## config.mk

```make
export PLATFORM = sky130hd
export DESIGN_NAME = ram8_fifo_ctrl
export DESIGN_NICKNAME = d
export VERILOG_FILES = /design/src/rtl/ram8_fifo_ctrl.sv
export SDC_FILE = /design/constraint.sdc
export NUM_CORES = 1
export LEC_CHECK = 0
export BUFFER_PORTS_ARGS = -buffer_cell sky130_fd_sc_hd__buf_4
export CORE_UTILIZATION = 30
export CTS_CLUSTER_SIZE = 8
export DETAILED_ROUTE_END_ITERATION = 7
export GPL_TIMING_DRIVEN = 0
export PLACE_DENSITY = 0.57
export SYNTH_ARGS = -nofsm -noshare
export SYNTH_HDL_FRONTEND = slang
export SYNTH_SLANG_ARGS = --single-unit
```

## constraint.sdc

```tcl
create_clock -name clk -period 7.76 [get_ports clk]
set_clock_uncertainty 0.2 [all_clocks]
set_input_delay 0.388 -clock clk [delete_from_list [all_inputs] [get_ports clk]]
set_output_delay 0.388 -clock clk [all_outputs]
set_load 0.02 [all_outputs]
```

## src/rtl/ram8_fifo_ctrl.sv

```systemverilog
// ram8_fifo_ctrl
//
// FIFO controller for an external 8 x 16 single-ported RAM (ram8) that has a
// combinational read. The controller keeps up to 8 words in the RAM plus one
// word in its registered output stage, so it holds up to 9 words in total.
//
// Because the RAM has a single port, a read and a write can never happen in
// the same cycle. Reads win, so that the output register is refilled as soon
// as it frees up. As a result, a continuously active producer and consumer
// move one word every two cycles.
//
// Ports
//   clk        rising-edge clock, shared with ram8
//   reset      synchronous, active-high
//   in_valid   producer offers in_data
//   in_data    write word (16 bits)
//   in_ready   in_data is accepted this cycle
//   out_valid  out_data holds a valid word
//   out_data   registered head-of-queue word (16 bits)
//   out_ready  consumer takes out_data this cycle
//   count      words held, RAM plus output register (0..9)
//   full       RAM holds 8 words
//   empty      count == 0
//   mem_addr   ram8 addr
//   mem_we     ram8 we
//   mem_wdata  ram8 data_in
//   mem_rdata  ram8 data_out (word at mem_addr, same cycle)

module ram8_fifo_ctrl (
    input  logic        clk,
    input  logic        reset,
    input  logic        in_valid,
    input  logic [15:0] in_data,
    output logic        in_ready,
    output logic        out_valid,
    output logic [15:0] out_data,
    input  logic        out_ready,
    output logic [3:0]  count,
    output logic        full,
    output logic        empty,
    output logic [2:0]  mem_addr,
    output logic        mem_we,
    output logic [15:0] mem_wdata,
    input  logic [15:0] mem_rdata
);

    logic [2:0] wr_ptr;
    logic [2:0] rd_ptr;
    logic [3:0] mem_count;
    logic       rd_en;
    logic       wr_en;

    // A read is issued whenever the output register is free, or is being
    // emptied this cycle. Holding reads off during reset makes the reset
    // cycle always present in_ready = 1, with the address on wr_ptr. A write
    // accepted in that cycle still reaches the RAM, but the pointer reset
    // throws it away.
    always_comb begin
        rd_en     = !reset && (mem_count != 4'd0) && (!out_valid || out_ready);
        in_ready  = reset || ((mem_count != 4'd8) && !rd_en);
        wr_en     = in_valid && in_ready;
        mem_we    = wr_en;
        mem_addr  = rd_en ? rd_ptr : wr_ptr;
        mem_wdata = in_data;
    end

    always_comb begin
        count = mem_count + {3'b000, out_valid};
        full  = (mem_count == 4'd8);
        empty = (count == 4'd0);
    end

    always_ff @(posedge clk) begin
        if (reset) begin
            wr_ptr    <= 3'd0;
            rd_ptr    <= 3'd0;
            mem_count <= 4'd0;
            out_valid <= 1'b0;
            out_data  <= 16'h0000;
        end else begin
            if (wr_en) begin
                wr_ptr <= wr_ptr + 3'd1;
            end

            if (rd_en) begin
                rd_ptr    <= rd_ptr + 3'd1;
                out_data  <= mem_rdata;
                out_valid <= 1'b1;
            end else if (out_valid && out_ready) begin
                // out_data keeps its last value, so only the flag drops.
                out_valid <= 1'b0;
            end

            // rd_en and wr_en are mutually exclusive by construction.
            if (wr_en) begin
                mem_count <= mem_count + 4'd1;
            end else if (rd_en) begin
                mem_count <= mem_count - 4'd1;
            end
        end
    end

endmodule

```

=== After elaboration in Yosys (flattened, before gate mapping) ===
Index checks and enable logic that the tools add are counted.
Widths: inputs -> output; s select.

* ROM bits: 0
* Flip-flop bits (word level): 27
* Memories kept: 0
* Latch bits: 0
* Bits in writable memories: 0
* Output and inout port bits: 44
* Word-level logic and storage cells: 31
* Input bits: 36

* Mux-type cells: 5
* Bitwise operators: 0
* Eq/ne operators: 2
* Order comparisons: 0
* Div/mod/pow operators: 0
* Add/sub/neg operators: 5
* Reduce and logical (&&, ||, !) cells: 14
* $mul: 0
* Shift operators: 0

{| class="wikitable"
|+ Operators by type and width
! cell !! count
|-
| $mux 4 || 2
|-
| $add 3x1->3 const B || 2
|-
| $logic_and 1x1->1 || 5
|-
| $add 4x1->4 || 1
|-
| $add 4x1->4 const B || 1
|-
| $eq 4x4->1 const B || 1
|-
| $logic_not 4->1 || 1
|-
| $ne 4x4->1 const B || 1
|-
| $reduce_bool 2->1 || 2
|-
| $reduce_bool 4->1 || 1
|-
| $sub 4x1->4 const B || 1
|-
| $logic_not 1->1 || 3
|-
| $mux 3 || 1
|-
| $logic_or 1x1->1 || 2
|-
| $mux 1 || 2
|}

=== Depth between registers and ports, before layout ===
Gate-level depths: netlist (run 1).

* Word-level depth: 8
* Mapped depth: 10
* Depth with buffers taken out: 9

=== Worst setup path before layout (run 1) ===
Ideal clock, no wire load.

* Kind: register to register
* From: reg mem_count[0]
* To: reg mem_count[3]
* Library setup time: 81 ps
* Clock period less this slack: 2977 ps
* Path slack: 4783 ps
* Data required time: 7479 ps
* Path buffers: 0
* Arrival time: 2696 ps
* Stages on the path, launching flop included: 10
* Path through: dfxtp_1 -> or4_4 -> o21ai_2 -> nand2b_1 -> nand2_1 -> ha_1 -> a21oi_1 -> nand2_1 -> or4_1 -> a41oi_1

* Word-level cells in the longest chain between the ends: 8
* Elaborated cells between the ends (all ways): 13
* Classes of those cells: 2 x add/sub; 1 x eq/ne; 2 x mux; 8 x reduce/logical

{| class="wikitable"
|+ Ends and longest elaborated chain
! element !! line !! source
|-
| start, declared || 49 || <nowiki>logic [3:0] mem_count;</nowiki>
|-
| start signal, assigned || 96 || <nowiki>mem_count <= mem_count + 4'd1;</nowiki>
|-
| start signal, assigned || 98 || <nowiki>mem_count <= mem_count - 4'd1;</nowiki>
|-
| $reduce_bool 4->1 || 59 || <nowiki>rd_en = !reset && (mem_count != 4'd0) && (!out_valid || out_ready);</nowiki>
|-
| $logic_and 1x1->1 (2 in series) || 59 ||
|-
| $logic_not 1->1 || 60 || <nowiki>in_ready = reset || ((mem_count != 4'd8) && !rd_en);</nowiki>
|-
| $logic_and 1x1->1 * || 60 ||
|-
| $logic_or 1x1->1 * || 60 ||
|-
| via in_ready || 34 || <nowiki>output logic in_ready,</nowiki>
|-
| $logic_and 1x1->1 * || 61 || <nowiki>wr_en = in_valid && in_ready;</nowiki>
|-
| $mux 4 / $reduce_bool 2->1 (equally long branches) || - ||
|}

The timed path passes the listed nets; every way through them passes the cells marked *. The select of a mux whose other input is x is not followed.
A chain may end at the register's enable or synchronous reset.

=== Final worst setup path (run 1) ===
* From: reg mem_count[0]
* To: reg mem_count[3]

* Word-level cells in the longest chain between the ends: 8
* Elaborated cells between the ends (all ways): 13
* Classes of those cells: 2 x add/sub; 1 x eq/ne; 2 x mux; 8 x reduce/logical

{| class="wikitable"
|+ Ends and longest elaborated chain
! element
|-
| parallel branches: the longest is 8 deep, another holds $sub 4x1->4
|}

Several ways; the timed one is not identified. The select of a mux whose other input is x is not followed.

==> results of run 1 <==
-- registers in the layout, summed over array words and instances (netlist names) --
| register | cells |
|---|---|
| mem_count | 4 |
| out_data | 16 |
| out_valid | 1 |
| rd_ptr | 3 |
| wr_ptr | 3 |
-- placed cells by master (no fill, tap or decap), types with 2 or more instances in the layout --
cell type / count
nor4_1: 2
and2_1: 2
buf_2: 2
buf_4: 78
xnor2_1: 2
a22oi_1: 2
nand3_1: 5
nand2b_1: 2
mux2_4: 3
a21oi_1: 19
clkbuf_1: 4
ha_1: 6
nand2_1: 38
dfxtp_1: 27
nor2_1: 8
o21ai_0: 2
xor2_1: 3
clkbuf_8: 3
inv_1: 3
-- routing by layer --
layer	part of all wire [%]	global-route usage, %
met1	43	14.3
met2	49	22.8
met3	7.0	4.18
met4	1.0	4.00
met5	0	0
-- worst reg2reg max path, delay by kind of cell, from the launching register on --
family                   cells  cell delay [ns]
flip-flops                   1             0.41
AND/OR/NAND/NOR              5             1.46
adder cells (fa/ha/maj)      1             0.38
AO/OA/AOI/OAI                3             0.55
-- stage by stage --
stage | power [uW] | hold WS [ns]
floorplan | 510 | 0.252
global placement | 649 | 0.243
detailed placement | 653 | 0.250
CTS | 734 | 0.144
global route | 785 | 0.151
finish | 724 | 0.147
-- cell families (layout without fill, tap and decap cells) --
family | Yosys count | count (layout) | share of synthesized area [%]
DFF | 27 | 27 | 38.5
and+or+nand+nor | 67 | 67 | 22.5
muxes | 4 | 4 | 3.92
adders and majority gates | 7 | 7 | 6.77
AOI/OAI and AO/OA | 31 | 31 | 13.3
xor gates and xnor gates | 5 | 5 | 3.12
buffers and inverters | 26 | 92 | 11.9
-- report_power, final --
group,internal [uW],switching [uW]
Combinational,183,241
Clock,36.0,43.8
Sequential,181,38.5
-- area by class of cell --
type                    count  area (um2)  area share (%)
multi-input cells         114         696            35.1
flip-flops and latches     27         541            27.3
repair buffers             62         465            23.5
plain buffers              23         156            7.90
well taps                  52        65.1            3.28
clock buffers               3        41.3            2.08
inverters                   3        11.3           0.569
clock inverters             1        5.00           0.253
-- final timing paths --
path                start      endpoint  slack, ns  depth (start not counted)
max          mem_count[0]  mem_count[3]       4.69                          9
min          mem_rdata[8]   out_data[8]       0.15                          3
max reg2reg  mem_count[0]  mem_count[3]       4.69                          9
min reg2reg  out_data[15]  out_data[15]       0.26                          2
==> results.yml, run 1 <==
timing:
  post-route-min-period_ns: 3.07
  hold_viol: 0
  min_period_over_period_pct: 39.6
  max-slew-margin-rel_pct: 65.6
  slew_violations: 0
  clock.fmax_ghz: 0.326
  setup_slack_ns: 4.69
  tightest_slew_ns: 0.512
  final-setup-viol-count: 0
  rsz0062_at_grt: "no"
  tns_ns: 0
clock_network:
  htree_levels: 1
  clk_pin_slew_ns: 0.10
  clock_path_buffers: 2
  cts-root-buf: "clkbuf_8"
  cts_hold_buf: 0
  cts_setup_buffers: 0
  cts_buffers: 3
  ctsResizeCount: 0
  clkSinkCount: 27
  clk-insertion-delay-late_ns: 0.27
  cts_tree: "built"
global_route:
  grt_pass1_vias: 1204
  grt_max_degree: 16
  antenna_found_initial: 0
  grt_pass1_wl_um: 5150
  track_usage_pct: 12.8
  grt_overflow: 0
cells_and_area:
  antenna_cells: 0
  final_core_util_pct: 44.9
  nNetsFinal: 277
  stdcell_count: 285
  finish.instance_area_um2: 1980
  n_fill_cell: 463
  layout-drive-gt1-share_pct: 40.8
  syn2layout_area_growth_pct: 41.1
logic_synthesis:
  yosysWarnings: 0
  synth_cells: 167
  synth_most_common_cell: "nand2_1"
  synth_top_cell_area_share_pct: 38.5
  synth_nets: 210
  yosys-top-cells-area: "dfxtp_1 39%, nand2_1 10%, buf_4 8.6%"
  synth-async-reset-ratio_pct: 0
  syn_area_per_cell_um2: 8.41
  synth_common_cells: "38 x nand2_1, 27 x dfxtp_1, 19 x a21oi_1, 16 x buf_4, 8 x nor2_1"
  synth.distinct_cells: 39
  ys_seq_area_share_pct: 38.5
  ys_seq_elements: 27
  yosysTopAreaCell: "dfxtp_1"
  synthFlopType: "dfxtp_1"
  synth_edf_count: 0
  synth_area_um2: 1400
placement:
  hpwlAfterDp_um: 2440
  placed_area_um2: 1930
  dpl.cell_count: 281
  pre_cts_ws_ns: 4.73
  routabilityCongestion: 0.777
  numPortBuffers: 62
hold_path:
  hold_path.class: "in2reg"
job:
  cap_violations: 0
worst_setup_path:
  cp-start-kind: "register"
  crit_chain: "or4_4 -> o21ai_2 -> nand2b_1 -> nand2_1 -> ha_1 -> a21oi_1 -> nand2_1 -> or4_1 -> a41oi_1"
  cpMostUsedCell: "nand2_1"
  path_max_fanout: 8
  crit_family: "simple AND/OR/NAND/NOR gates"
  end_kind: "register"
  critPathKind: "reg2reg"
  arrival_ns: 3.06
  cp.required_ns: 7.76
  path_buf_inv: 0
  cpMaxStageDelayCell: "or4_4"
  cp_slowest_stage_delay_ns: 0.62
die:
  io_pins: 80
  die_area_um2: 4960
  num_rows: 24
  die_h_um: 70.4
  die_x_um: 70.4
  start_util_pct: 31.8
  core_um2: 4410
route:
  firstDrtPassIters: 4
  dr_total_vias: 1294
  drc_errors: 0
  final_antenna_net_count: 0
  vias_per_cell: 4.54
  routed_wirelength_um: 3100
  first_iter_violations: 44
  wl_per_cell_um: 10.9
power_and_ir_drop:
  power_density_nw_per_um2: 365
  vdd.ir_drop.worst_mv: 0.159
  power_leakage_uw: 0.000940
outcome:
  status: "finished clean"
No activity file was read; power rests on OpenSTA's default activity.
==> run 2: changes to the inputs <==
--- a/config.mk
+++ b/config.mk
@@ -5,6 +5,7 @@
 export SDC_FILE = /design/constraint.sdc
 export NUM_CORES = 1
 export LEC_CHECK = 0
+export ABC_AREA = 1
 export BUFFER_PORTS_ARGS = -buffer_cell sky130_fd_sc_hd__buf_4
 export CORE_UTILIZATION = 30
 export CTS_CLUSTER_SIZE = 8
==> constraint.sdc (replaced) <==
create_clock -name clk -period 3.2 [get_ports clk]
set_clock_uncertainty 0.2 [all_clocks]
set_input_delay 0.16 -clock clk [delete_from_list [all_inputs] [get_ports clk]]
set_output_delay 0.16 -clock clk [all_outputs]
set_load 0.02 [all_outputs]
==> run 2 against run 1 <==
Net effect: final area is 8.5% higher; global-route usage rose by 1.1 points; largest power group unchanged; routed wire length grew 4.7%; non-clock buffer count grew 17; synthesized cell count increased by 6.6%; combinational power rose by 120%; via count is 6.5% higher; setup slack got worse by 3.8 ns; register-to-register slack got worse by 3.7 ns; critical endpoint unchanged.
==> results.yml, run 2 <==
outcome:
  status: "finished clean"
route:
  first_iter_violations: 40
  wl_per_cell_um: 10.3
  routed_wirelength_um: 3240
  final_antenna_net_count: 0
  drc_errors: 0
  vias_per_cell: 4.39
  dr_total_vias: 1378
  firstDrtPassIters: 4
power_and_ir_drop:
  clkPwrFrac_pct: 11.8
  pwr-share-comb_pct: 56.0
  power_density_nw_per_um2: 779
  power_frac_seq_pct: 32.2
  p_int_uw: 946
  p_sw_uw: 727
  power_leakage_uw: 0.00111
  swShare_pct: 43.5
  vdd.ir_drop.worst_mv: 0.344
  total_power_uw: 1670
placement:
  pre_cts_ws_ns: 1.02
  dpl.cell_count: 293
  hpwlAfterDp_um: 2350
  numPortBuffers: 63
  routabilityCongestion: 0.686
global_route:
  track_usage_pct: 13.9
  grt_max_degree: 17
  grt_overflow: 0
  grt_pass1_vias: 1274
  antenna_found_initial: 0
  grt_pass1_wl_um: 5590
die:
  core_um2: 4410
  io_pins: 80
  die_x_um: 70.1
  start_util_pct: 31.5
  die_area_um2: 4910
  die_h_um: 70.1
  num_rows: 24
logic_synthesis:
  ys_seq_elements: 27
  synth_edf_count: 0
  synth_common_cells: "41 x nand2_1, 27 x dfxtp_1, 20 x nand3_1, 17 x buf_4, 15 x inv_1"
  synth.distinct_cells: 28
  synth_cells: 178
  synthFlopType: "dfxtp_1"
  yosysTopAreaCell: "dfxtp_1"
  synth-async-reset-ratio_pct: 0
  synth_nets: 221
  synth_top_cell_area_share_pct: 38.8
  syn_area_per_cell_um2: 7.82
  yosys-top-cells-area: "dfxtp_1 39%, nand2_1 11%, buf_4 9.2%"
  ys_seq_area_share_pct: 38.8
  synth_area_um2: 1390
  synth_most_common_cell: "nand2_1"
  yosysWarnings: 0
clock_network:
  clkSinkCount: 27
  htree_levels: 1
  clock_path_buffers: 2
  clk-insertion-delay-late_ns: 0.28
  clk_pin_slew_ns: 0.09
  cts_buffers: 3
  cts-root-buf: "clkbuf_8"
  cts_tree: "built"
worst_setup_path:
  crit_family: "buffers and inverters"
  cp.depth: 10
  cp_slowest_stage_delay_ns: 0.53
  critPathKind: "in2reg"
  cp-start-kind: "primary input"
  end_kind: "register"
  path_buf_inv: 3
  ff2ff_path_depth: 9
  path_max_fanout: 10
  crit_chain: "dlygate4sd3_1 -> buf_4 -> inv_1 -> nand3_2 -> nand3_4 -> ha_1 -> a21oi_1 -> nand4_1 -> a21oi_1 -> nor2_1"
  cp.required_ns: 3.17
  arrival_ns: 2.24
  cpMaxStageDelayCell: "dlygate4sd3_1"
  cpMostUsedCell: "a21oi_1"
timing:
  clock.fmax_ghz: 0.441
  final-setup-viol-count: 0
  min_period_over_period_pct: 70.9
  post-route-min-period_ns: 2.27
  rsz0062_at_grt: "no"
  tns_ns: 0
  slew_violations: 0
  setup_slack_ns: 0.930
  max-slew-margin-rel_pct: 68.5
  hold_viol: 0
  tightest_slew_ns: 0.473
cells_and_area:
  final_core_util_pct: 48.7
  antenna_cells: 0
  n_fill_cell: 445
  layout-drive-gt1-share_pct: 37.0
  largest_reg_flops: 16
  nNetsFinal: 306
  regMostFlops: "out_data"
  final_common_cell: "buf_4"
  syn2layout_area_growth_pct: 54.4
  final_cell_mix: "80 x buf_4, 41 x nand2_1, 27 x dfxtp_1"
  reg_top3: "out_data x16, mem_count x4"
  stdcell_count: 314
hold_path:
  whs_path_depth: 4
  hold_path.class: "in2reg"
job:
  cap_violations: 0
-- run 2: layout make-up --
class	count	area (um2)	area share (%)
clock inverters	1	7.51	0.349
plain buffers	22	174	8.10
repair buffers	80	643	29.9
multi-input cells	113	617	28.7
well taps	52	65.1	3.03
inverters	16	60.1	2.80
flip-flops and latches	27	541	25.2
clock buffers	3	41.3	1.92
-- run 2: cell families after synthesis --
| family | after synthesis | synth area share, % |
|---|---|---|
| xor+xnor | 3 | 1.89 |
| simple gates | 86 | 29.5 |
| flops | 27 | 38.8 |
| compound gates | 17 | 6.11 |
| buf+inv | 38 | 16.8 |
| fa+ha+maj | 7 | 6.83 |
-- run 2: layer usage --
metal	vias up	wire, um	GRT usage (%)
met5	-	0	0
met4	0	17	2.67
met3	2	226	4.04
met2	50	1570	23.4
met1	603	1430	17.8
li1	723	-	-
-- run 2: timing repair --
action,4_1_cts,5_1_grt
setup endpoints to repair,0,0
hold buffers,17,0
hold endpoints to repair,18,0
buffers inserted,0,0
gates resized for setup,0,0
-- run 2: final timing paths --
| check | end | start | slack [ns] |
|---|---|---|---|
| worst min-delay path | out_valid | out_ready | 0.05 |
| worst max-delay path | mem_count[3] | reset | 0.93 |
| worst min register to register | out_data[12] | out_data[12] | 0.26 |
| worst max register to register | mem_count[3] | mem_count[0] | 1.02 |
-- run 2: worst register-to-register path, cell delays in order, from the launching register on --
cell and delay (ns):
dfxtp_1 0.42, nor2_4 0.16, nand2_2 0.10, nand2_4 0.12, nand3_4 0.15, ha_1 0.37, a21oi_1 0.20, nand4_1 0.13
a21oi_1 0.17, nor2_1 0.06
-- run 2: through the flow --
| step | cell area [um2] | hold WS (ns) |
|---|---|---|
| after floorplan | 1390 | 0.0291 |
| after CTS | 2150 | 0.0411 |
| after global placement | 1930 | 0.155 |
| after global routing | 2150 | 0.0552 |
| final | 2150 | 0.0451 |
| after detailed placement | 1930 | 0.157 |
-- run 2: power groups by stage --
stage	clock network, uW	logic, uW	registers [uW]
2_1_floorplan	0	509	632
3_3_place_gp	0	922	548
3_5_place_dp	0	929	549
4_1_cts	206	948	541
5_1_grt	225	1030	561
6_report	197	936	539
